**src/rtl/apb_uart_pkg.sv**
```systemverilog
// Shared register offsets, bit positions and FSM encodings for the APB UART.
package apb_uart_pkg;
    localparam logic [4:0] ADDR_CTRL   = 5'h00;
    localparam logic [4:0] ADDR_BAUD   = 5'h04;
    localparam logic [4:0] ADDR_TXDATA = 5'h08;
    localparam logic [4:0] ADDR_RXDATA = 5'h0C;
    localparam logic [4:0] ADDR_STATUS = 5'h10;

    localparam int CTRL_TX_EN    = 0;
    localparam int CTRL_RX_EN    = 1;
    localparam int STAT_TX_BUSY  = 0;
    localparam int STAT_RX_VALID = 1;
    localparam int STAT_RX_OVR   = 2;
    localparam int STAT_FRM_ERR  = 3;

    localparam logic [15:0] BAUD_DIV_MIN = 16'd4;

    typedef enum logic [1:0] {TX_IDLE, TX_START, TX_DATA, TX_STOP} tx_state_e;
    typedef enum logic [1:0] {RX_IDLE, RX_START, RX_DATA, RX_STOP} rx_state_e;
endpackage

```
**src/rtl/apb_uart_if.sv**
```systemverilog
// APB3 bus bundle between the bench/master and the UART slave.
interface apb_uart_if #(
    parameter int ADDR_W = 32,
    parameter int DATA_W = 32
);
    logic              PSELx;
    logic              PENABLE;
    logic              PWRITE;
    logic [ADDR_W-1:0] PADDR;
    logic [DATA_W-1:0] PWDATA;
    logic [DATA_W-1:0] PRDATA;
    logic              PREADY;
    logic              PSLVERR;

    modport master (output PSELx, PENABLE, PWRITE, PADDR, PWDATA,
                    input  PRDATA, PREADY, PSLVERR);
    modport slave  (input  PSELx, PENABLE, PWRITE, PADDR, PWDATA,
                    output PRDATA, PREADY, PSLVERR);
endinterface

```
**src/rtl/uart_rx_deser.sv**
```systemverilog
// 8N1 receiver: 2-flop synchronizer, mid-bit sampling FSM, one-cycle result pulses.
// state    | meaning
// RX_IDLE  | waiting for a falling edge on the synchronized line
// RX_START | timing to mid start bit, high sample means glitch
// RX_DATA  | shifting in 8 bits, LSB first
// RX_STOP  | sampling the stop bit, then report byte or framing error
module uart_rx_deser
    import apb_uart_pkg::*;
(
    input  logic        PCLK,
    input  logic        PRESETn,
    input  logic        RX,
    input  logic        rx_en,
    input  logic [15:0] baud_div,
    output logic [7:0]  rx_byte,
    output logic        rx_byte_valid,
    output logic        rx_frame_err
);
    rx_state_e   rx_state;
    logic        rx_s1, rx_s2, rx_s3;
    logic [15:0] rx_cnt;
    logic [15:0] rx_div;
    logic [2:0]  rx_idx;
    logic [7:0]  rx_shift;

    always_ff @(posedge PCLK or negedge PRESETn) begin
        if (!PRESETn) begin
            rx_s1 <= 1'b1;
            rx_s2 <= 1'b1;
            rx_s3 <= 1'b1;
        end else begin
            rx_s1 <= RX;
            rx_s2 <= rx_s1;
            rx_s3 <= rx_s2;
        end
    end

    // Start count is two short of half a bit to absorb the synchronizer and edge-detect latency.
    always_ff @(posedge PCLK or negedge PRESETn) begin
        if (!PRESETn) begin
            rx_state      <= RX_IDLE;
            rx_cnt        <= '0;
            rx_div        <= '0;
            rx_idx        <= '0;
            rx_shift      <= '0;
            rx_byte       <= '0;
            rx_byte_valid <= 1'b0;
            rx_frame_err  <= 1'b0;
        end else begin
            rx_byte_valid <= 1'b0;
            rx_frame_err  <= 1'b0;
            if (!rx_en) begin
                rx_state <= RX_IDLE;
            end else begin
                case (rx_state)
                    RX_IDLE: if (rx_s3 && !rx_s2) begin
                        rx_state <= RX_START;
                        rx_div   <= baud_div;
                        rx_cnt   <= (baud_div >> 1) - 16'd2;
                    end
                    RX_START: if (rx_cnt == '0) begin
                        if (rx_s2) begin
                            rx_state <= RX_IDLE;
                        end else begin
                            rx_state <= RX_DATA;
                            rx_idx   <= '0;
                            rx_cnt   <= rx_div - 16'd1;
                        end
                    end else rx_cnt <= rx_cnt - 16'd1;
                    RX_DATA: if (rx_cnt == '0) begin
                        rx_shift <= {rx_s2, rx_shift[7:1]};
                        rx_cnt   <= rx_div - 16'd1;
                        if (rx_idx == 3'd7) rx_state <= RX_STOP;
                        else                rx_idx   <= rx_idx + 3'd1;
                    end else rx_cnt <= rx_cnt - 16'd1;
                    RX_STOP: if (rx_cnt == '0) begin
                        rx_state <= RX_IDLE;
                        if (rx_s2) begin
                            rx_byte       <= rx_shift;
                            rx_byte_valid <= 1'b1;
                        end else begin
                            rx_frame_err  <= 1'b1;
                        end
                    end else rx_cnt <= rx_cnt - 16'd1;
                    default: rx_state <= RX_IDLE;
                endcase
            end
        end
    end
endmodule

```
**src/rtl/apb_uart_core.sv**
```systemverilog
// APB3 UART slave: register file and 8N1 transmitter; receiver lives in uart_rx_deser.
// state    | meaning
// TX_IDLE  | line high, waiting for an accepted TXDATA write
// TX_START | driving the start bit
// TX_DATA  | driving 8 data bits, LSB first
// TX_STOP  | driving the stop bit, TX_BUSY drops when it ends
module apb_uart_core
    import apb_uart_pkg::*;
#(
    parameter logic [15:0] BAUD_DIV_RST = 16'd16,
    parameter int          ADDR_W       = 32,
    parameter int          DATA_W       = 32
)(
    input  logic       PCLK,
    input  logic       PRESETn,
    apb_uart_if.slave  apb,
    output logic       Tx,
    input  logic       RX
);
    logic              tx_en, rx_en, rx_valid, rx_ovr, frm_err, tx_busy;
    logic [15:0]       baud_div, tx_cnt, tx_div;
    logic [7:0]        rx_data, tx_shift, des_byte;
    logic [2:0]        tx_idx;
    logic              des_valid, des_ferr;
    tx_state_e         tx_state;
    logic [4:0]        off;
    logic              addr_ok, access, commit, wr_commit, rd_clear, tx_load, acc_err;
    logic [DATA_W-1:0] rd_val;
    logic              unused_wdata;

    assign off          = apb.PADDR[4:0];
    assign addr_ok      = (apb.PADDR[1:0] == 2'b00) && (apb.PADDR <= ADDR_W'(ADDR_STATUS));
    assign access       = apb.PSELx && apb.PENABLE;
    assign commit       = access && apb.PREADY && !apb.PSLVERR;
    assign wr_commit    = commit && apb.PWRITE;
    assign rd_clear     = commit && !apb.PWRITE && (off == ADDR_RXDATA);
    assign tx_load      = wr_commit && (off == ADDR_TXDATA);
    assign unused_wdata = ^apb.PWDATA[DATA_W-1:16];

    always_comb begin
        acc_err = 1'b0;
        rd_val  = '0;
        if (!addr_ok) acc_err = 1'b1;
        else begin
            case (off)
                ADDR_CTRL:   rd_val = DATA_W'({rx_en, tx_en});
                ADDR_BAUD: begin
                    rd_val = DATA_W'(baud_div);
                    if (apb.PWRITE && apb.PWDATA[15:0] < BAUD_DIV_MIN) acc_err = 1'b1;
                end
                ADDR_TXDATA: acc_err = !apb.PWRITE || tx_busy || !tx_en;
                ADDR_RXDATA: begin
                    rd_val  = DATA_W'(rx_data);
                    acc_err = apb.PWRITE;
                end
                ADDR_STATUS: rd_val = DATA_W'({frm_err, rx_ovr, rx_valid, tx_busy});
                default:     acc_err = 1'b1;
            endcase
        end
    end

    // One wait state: decode at the end of the first access cycle, commit at the end of the second.
    always_ff @(posedge PCLK or negedge PRESETn) begin
        if (!PRESETn) begin
            apb.PREADY  <= 1'b0;
            apb.PSLVERR <= 1'b0;
            apb.PRDATA  <= '0;
        end else if (access && !apb.PREADY) begin
            apb.PREADY  <= 1'b1;
            apb.PSLVERR <= acc_err;
            apb.PRDATA  <= (acc_err || apb.PWRITE) ? '0 : rd_val;
        end else begin
            apb.PREADY  <= 1'b0;
            apb.PSLVERR <= 1'b0;
            apb.PRDATA  <= '0;
        end
    end

    always_ff @(posedge PCLK or negedge PRESETn) begin
        if (!PRESETn) begin
            tx_en    <= 1'b0;
            rx_en    <= 1'b0;
            baud_div <= BAUD_DIV_RST;
            rx_valid <= 1'b0;
            rx_ovr   <= 1'b0;
            frm_err  <= 1'b0;
            rx_data  <= '0;
        end else begin
            if (wr_commit && off == ADDR_CTRL) begin
                tx_en <= apb.PWDATA[CTRL_TX_EN];
                rx_en <= apb.PWDATA[CTRL_RX_EN];
            end
            if (wr_commit && off == ADDR_BAUD) baud_div <= apb.PWDATA[15:0];
            if (wr_commit && off == ADDR_STATUS) begin
                if (apb.PWDATA[STAT_RX_OVR])  rx_ovr  <= 1'b0;
                if (apb.PWDATA[STAT_FRM_ERR]) frm_err <= 1'b0;
            end
            // A byte landing on the same edge as an RXDATA read replaces it without overrun.
            if (des_valid) begin
                if (!rx_valid || rd_clear) begin
                    rx_data  <= des_byte;
                    rx_valid <= 1'b1;
                end else begin
                    rx_ovr   <= 1'b1;
                end
            end else if (rd_clear) begin
                rx_valid <= 1'b0;
            end
            if (des_ferr) frm_err <= 1'b1;
        end
    end

    always_ff @(posedge PCLK or negedge PRESETn) begin
        if (!PRESETn) begin
            tx_state <= TX_IDLE;
            Tx       <= 1'b1;
            tx_busy  <= 1'b0;
            tx_cnt   <= '0;
            tx_div   <= '0;
            tx_idx   <= '0;
            tx_shift <= '0;
        end else begin
            case (tx_state)
                TX_IDLE: if (tx_load) begin
                    tx_state <= TX_START;
                    tx_busy  <= 1'b1;
                    Tx       <= 1'b0;
                    tx_shift <= apb.PWDATA[7:0];
                    tx_div   <= baud_div;
                    tx_cnt   <= baud_div - 16'd1;
                end
                TX_START: if (tx_cnt == '0) begin
                    tx_state <= TX_DATA;
                    Tx       <= tx_shift[0];
                    tx_shift <= tx_shift >> 1;
                    tx_idx   <= '0;
                    tx_cnt   <= tx_div - 16'd1;
                end else tx_cnt <= tx_cnt - 16'd1;
                TX_DATA: if (tx_cnt == '0) begin
                    tx_cnt <= tx_div - 16'd1;
                    if (tx_idx == 3'd7) begin
                        tx_state <= TX_STOP;
                        Tx       <= 1'b1;
                    end else begin
                        tx_idx   <= tx_idx + 3'd1;
                        Tx       <= tx_shift[0];
                        tx_shift <= tx_shift >> 1;
                    end
                end else tx_cnt <= tx_cnt - 16'd1;
                TX_STOP: if (tx_cnt == '0) begin
                    tx_state <= TX_IDLE;
                    tx_busy  <= 1'b0;
                end else tx_cnt <= tx_cnt - 16'd1;
                default: tx_state <= TX_IDLE;
            endcase
        end
    end

    uart_rx_deser u_rx (
        .PCLK          (PCLK),
        .PRESETn       (PRESETn),
        .RX            (RX),
        .rx_en         (rx_en),
        .baud_div      (baud_div),
        .rx_byte       (des_byte),
        .rx_byte_valid (des_valid),
        .rx_frame_err  (des_ferr)
    );
endmodule

```
**src/flat_wrapper.sv**
```systemverilog
// flat-port wrapper written by rule: the top's interface ports become plain ports
module apb_uart_core_flat import apb_uart_pkg::*;
#(
    parameter logic [15:0] BAUD_DIV_RST = 16'd16,
    parameter int          ADDR_W       = 32,
    parameter int          DATA_W       = 32
)
  (PCLK, PRESETn, Tx, RX, apb_PSELx, apb_PENABLE, apb_PWRITE, apb_PADDR, apb_PWDATA, apb_PRDATA, apb_PREADY, apb_PSLVERR);
  apb_uart_if #(.ADDR_W(ADDR_W), .DATA_W(DATA_W)) apb_i ();
  input  logic PCLK;
  input  logic PRESETn;
  output logic Tx;
  input  logic RX;
  input wire logic [$bits(apb_i.PSELx)-1:0] apb_PSELx;
  input wire logic [$bits(apb_i.PENABLE)-1:0] apb_PENABLE;
  input wire logic [$bits(apb_i.PWRITE)-1:0] apb_PWRITE;
  input wire logic [$bits(apb_i.PADDR)-1:0] apb_PADDR;
  input wire logic [$bits(apb_i.PWDATA)-1:0] apb_PWDATA;
  output wire logic [$bits(apb_i.PRDATA)-1:0] apb_PRDATA;
  output wire logic [$bits(apb_i.PREADY)-1:0] apb_PREADY;
  output wire logic [$bits(apb_i.PSLVERR)-1:0] apb_PSLVERR;
  assign apb_i.PSELx = apb_PSELx;
  assign apb_i.PENABLE = apb_PENABLE;
  assign apb_i.PWRITE = apb_PWRITE;
  assign apb_i.PADDR = apb_PADDR;
  assign apb_i.PWDATA = apb_PWDATA;
  assign apb_PRDATA = apb_i.PRDATA;
  assign apb_PREADY = apb_i.PREADY;
  assign apb_PSLVERR = apb_i.PSLVERR;
  apb_uart_core #(.BAUD_DIV_RST(BAUD_DIV_RST), .ADDR_W(ADDR_W), .DATA_W(DATA_W)) u_core (.PCLK(PCLK), .PRESETn(PRESETn), .apb(apb_i), .Tx(Tx), .RX(RX));
endmodule
```
**config.mk**
```make
export PLATFORM = sky130hd
export DESIGN_NAME = apb_uart_core_flat
export DESIGN_NICKNAME = d
export VERILOG_FILES = /design/src/rtl/apb_uart_pkg.sv /design/src/rtl/apb_uart_if.sv /design/src/rtl/uart_rx_deser.sv /design/src/rtl/apb_uart_core.sv /design/src/flat_wrapper.sv
export SDC_FILE = /design/constraint.sdc
export NUM_CORES = 1
export LEC_CHECK = 0
export ABC_AREA = 0
export CAP_MARGIN = 10
export CORE_MARGIN = 8
export CORE_UTILIZATION = 43
export CTS_CLUSTER_DIAMETER = 30
export DETAILED_ROUTE_END_ITERATION = 12
export HOLD_SLACK_MARGIN = 0.08
export PLACE_DENSITY = 0.71
export SETUP_SLACK_MARGIN = 0.05
export SLEW_MARGIN = 15
export SYNTH_ARGS = -nofsm -noshare
export SYNTH_HDL_FRONTEND = slang
export SYNTH_SLANG_ARGS = --single-unit
```
**constraint.sdc**
```tcl
create_clock -name PCLK -period 5.5 [get_ports PCLK]
set_clock_uncertainty 0.1 [all_clocks]
set_input_delay 0.825 -clock PCLK [delete_from_list [all_inputs] [get_ports PCLK]]
set_output_delay 0.825 -clock PCLK [all_outputs]
set_load 0.005 [all_outputs]
```
==> run_results.csv <==
group,metric,value,unit
worst_hold_path,hp-class,"reg2reg",
sta,fmaxAchievable,0.297,GHz
setup_path,worstPathBufferInverterCount,0,
clocking,postCtsResizedCells,0,
cells_and_area,antenna_cells,0,
global_routing,final_global_route_overflow_total,0,
clocking,tritoncts,"built",
die,floorplan.initialDensity,0.436,
logic_synthesis,mappedNetlistArea,0.00910,mm2
logic_synthesis,avgSynthCellArea,9.74,um2
cells_and_area,fraction_of_layout_instances_using_a_drive_strength_above_1,0.128,
clocking,h-tree-depth,4,
logic_synthesis,mapped_cells,935,
clocking,clock_latency,0.43,ns
power_and_ir_drop,ir_drop,0.230,mV
cells_and_area,final_net_count,1070,
setup_path,worstPathMaxFanout,16,
die,ioPinCount,105,
detailed_routing,post-route-drc-count,0,
sta,max_slew.worst_pin.slew,1.09,ns
placement,dp.final_hpwl,16.5,mm
power_and_ir_drop,p_per_area,253,mW/mm2
global_routing,globalRouteTotalUtil,0.176,
logic_synthesis,synth_edf_count,0,
logic_synthesis,synth_cell_type_count,84,
setup_path,start_kind,"register",
power_and_ir_drop,post-layout-total-power,0.00264,W
detailed_routing,vias,7312,
cells_and_area,final_core_util,0.499,
cells_and_area,post_layout_nonfiller_instances,1266,
sta,fin_crit_period,3.37,ns
detailed_routing,initialDrtViolationCount,547,
clocking,numClockSinks,152,
die,die_x,161,um
clocking,cts_post_setup_buffers_inserted,0,
outcome,status,"finished clean",
sta,report.final.setup_viol,0,
detailed_routing,finalWirelength,22.8,mm
sta,tns,0,ns
logic_synthesis,ys_seq_area_frac,0.419,
detailed_routing,detail_route.wl_per_cell,18.0,um
global_routing,number_of_global_route_vias_before_repair,7177,
clocking,clock_tree_buffer_depth,2,
worst_hold_path,worst_hold_path.num_cells,0,
clocking,holdBufCountCts,0,
sta,slew_headroom,0.270,
detailed_routing,detail_route.first_pass.iterations,6,
setup_path,path_class,"reg2reg",
cells_and_area,area.growth.synth_to_final,14.6,%
setup_path,worstSetupEndpointType,"register",
setup_path,required,5.72,ns
sta,rsz0062_at_grt,"no",
global_routing,grt_first_pass_wirelength,37.3,mm
setup_path,reg_to_reg_setup_timing_slack,2.13,ns
die,floorplan.core_area,0.0209,mm2
logic_synthesis,synth-seq-cells,152,
global_routing,grt_start_max_net_pins,110,
die,rows,53,
setup_path,cp_slowest_stage_delay,0.63,ns
setup_path,arr_time_crit_path,3.59,ns
logic_synthesis,ys.flop_type,"sky130_fd_sc_hd__dfrtp_1",
power_and_ir_drop,p_leak,4.66,nW
sta,finalMaxSlewViolations,0,
job,max_cap_viol_count,0,
clocking,worst_setup_hold_path_clk_slew,0.07,ns
setup_path,cp_slowest_cell,"sky130_fd_sc_hd__nor2_1",
die,die_height,161,um
clocking,cts_root_buffer,"sky130_fd_sc_hd__clkbuf_16",
detailed_routing,drt.antenna.violating_nets,0,
global_routing,antenna_found_initial,0,
die,floorplan_die_area,0.0261,mm2
setup_path,path_cells,"or4_1, nor2_1, and3_1, a21o_1, a211oi_1, a211o_1",
setup_path,reg2regPathDepth,6,
detailed_routing,drt-vias-per-instance,5.78,
logic_synthesis,synthArstFlopShare,1.00,
clocking,cts_buffers,17,
logic_synthesis,synthesis.yosys.warnings,0,
placement,place_congestion,0.895,
placement,dp_cells,1234,
sta,count_of_final_hold_check_violations,0,
placement,io_buffers,72,
sta,timing.final.crit_share,0.613,
setup_path,worstSetupPathDepth,6,
setup_path,worst_path_dominant_cell_family,"simple AND/OR/NAND/NOR gates",
[worst reg2reg max path, cell delays in order (launching register included)]
cell and delay [ns]:
sky130_fd_sc_hd__dfrtp_1 0.46, sky130_fd_sc_hd__or4_1 0.53, sky130_fd_sc_hd__nor2_1 0.63, sky130_fd_sc_hd__and3_1 0.62, sky130_fd_sc_hd__a21o_1 0.54, sky130_fd_sc_hd__a211oi_1 0.10, sky130_fd_sc_hd__a211o_1 0.29
[path summary, 6_finish.rpt]
check / startpoint / end
max: u_core.tx_cnt[4] / u_core.tx_cnt[15]
min: u_core.u_rx.rx_s1 / u_core.u_rx.rx_s2
max reg2reg: u_core.tx_cnt[4] / u_core.tx_cnt[15]
min reg2reg: u_core.u_rx.rx_s1 / u_core.u_rx.rx_s2
max in group asynchronous: PRESETn / u_core.u_rx.rx_cnt[9]
min in group asynchronous: PRESETn / u_core.tx_idx[1]
[cell usage after synthesis (all sizes together) (4+ instances only)]
cell | number | area, um2
dfrtp | 147 | 3680
nand2 | 95 | 367
mux2 | 67 | 754
nor2 | 62 | 243
o21ai | 53 | 265
a21oi | 45 | 225
xnor2 | 36 | 315
clkbuf | 34 | 148
buf | 33 | 235
nand3 | 33 | 178
xor2 | 33 | 289
inv | 30 | 113
nor4 | 28 | 220
nor3 | 23 | 130
ha | 22 | 275
nand4 | 22 | 159
and2 | 13 | 82.6
mux2i | 12 | 120
a22o | 9 | 78.8
a221oi | 8 | 70.1
nor2b | 8 | 50.1
a22oi | 7 | 52.6
a31oi | 6 | 37.5
nand3b | 6 | 45.0
o211ai | 6 | 45.0
or4 | 6 | 45.0
a32oi | 5 | 43.8
dfstp | 5 | 131
nor3b | 5 | 42.5
nor4b | 5 | 62.6
o221ai | 5 | 43.8
a21o | 4 | 30.0
and3 | 4 | 25.0
nand4b | 4 | 35.0
o2111ai | 4 | 35.0
o22ai | 4 | 25.0
or2 | 4 | 25.0
[layout make-up]
cell class / count / area (um2)
clock buffer: 18 / 439
clock inverter: 14 / 116
fill: 1943 / 10500
inverter: 30 / 113
multi-input combinational: 701 / 4850
sequential: 152 / 3810
tap: 275 / 344
timing repair buffer: 76 / 752
[cell families (layout without fill, tap and decap cells)]
logic type / Yosys count / count (layout) / synth area share
AND/OR/NAND/NOR: 330 / 330 / 0.199
AO/OA/AOI/OAI: 185 / 185 / 0.135
flip-flops: 152 / 152 / 0.419
buffers and inverters: 97 / 138 / 0.0544
multiplexers: 79 / 79 / 0.0961
XOR/XNOR: 69 / 69 / 0.0664
adder cells (fa/ha/maj): 22 / 22 / 0.0302
other: 1 / 16 / 0.000412
[layer usage]
metal | vias up | share of wire | track usage
li1 | 3438 | - | -
met1 | 3596 | 0.45 | 0.236
met2 | 239 | 0.46 | 0.272
met3 | 39 | 0.065 | 0.0501
met4 | 0 | 0.021 | 0.0526
met5 | - | 0 | 0
[through the flow]
stage	hold WS, ns	setup WS, ns	instance area (um2)
after floorplan	0.245	2.99	9160
after global placement	0.246	1.85	9870
after detailed placement	0.247	1.84	9870
after CTS	0.258	2.18	10400
after global routing	0.263	1.97	10400
final	0.253	2.13	10400
[state kept, by name, summed over array words and instances, names as in the netlist, 2 cells and up]
name	count
u_core.apb.PRDATA	16
u_core.baud_div	16
u_core.rx_data	8
u_core.tx_cnt	16
u_core.tx_div	16
u_core.tx_idx	3
u_core.tx_shift	8
u_core.tx_state	2
u_core.u_rx.rx_byte	8
u_core.u_rx.rx_cnt	16
u_core.u_rx.rx_div	16
u_core.u_rx.rx_idx	3
u_core.u_rx.rx_shift	8
u_core.u_rx.rx_state	2
[power breakdown]
part	total [W]	internal, W	switching [W]
combinational	0.000367	0.000152	0.000215
clock	0.00111	0.000601	0.000510
sequential	0.00116	0.00113	0.0000273
[layout by cell type (no fill, tap or decap), drive strengths merged, types with 6 or more instances in the layout]
cell type | synthesis | routed
nor4 | 28 | 28
nor2 | 62 | 62
or4 | 6 | 6
a22o | 9 | 9
clkdlybuf4s50 | 0 | 71
inv | 30 | 37
nand3b | 6 | 6
dfrtp | 147 | 147
a22oi | 7 | 7
a31oi | 6 | 6
and2 | 13 | 13
mux2i | 12 | 12
mux2 | 67 | 67
a21oi | 45 | 45
nand3 | 33 | 33
ha | 22 | 22
xnor2 | 36 | 36
o211ai | 6 | 6
nand2 | 95 | 95
xor2 | 33 | 33
nor3 | 23 | 23
a221oi | 8 | 8
conb | 1 | 16
nand4 | 22 | 22
clkbuf | 34 | 18
nor2b | 8 | 8
o21ai | 53 | 53
Power figures use the tool's default switching activity.
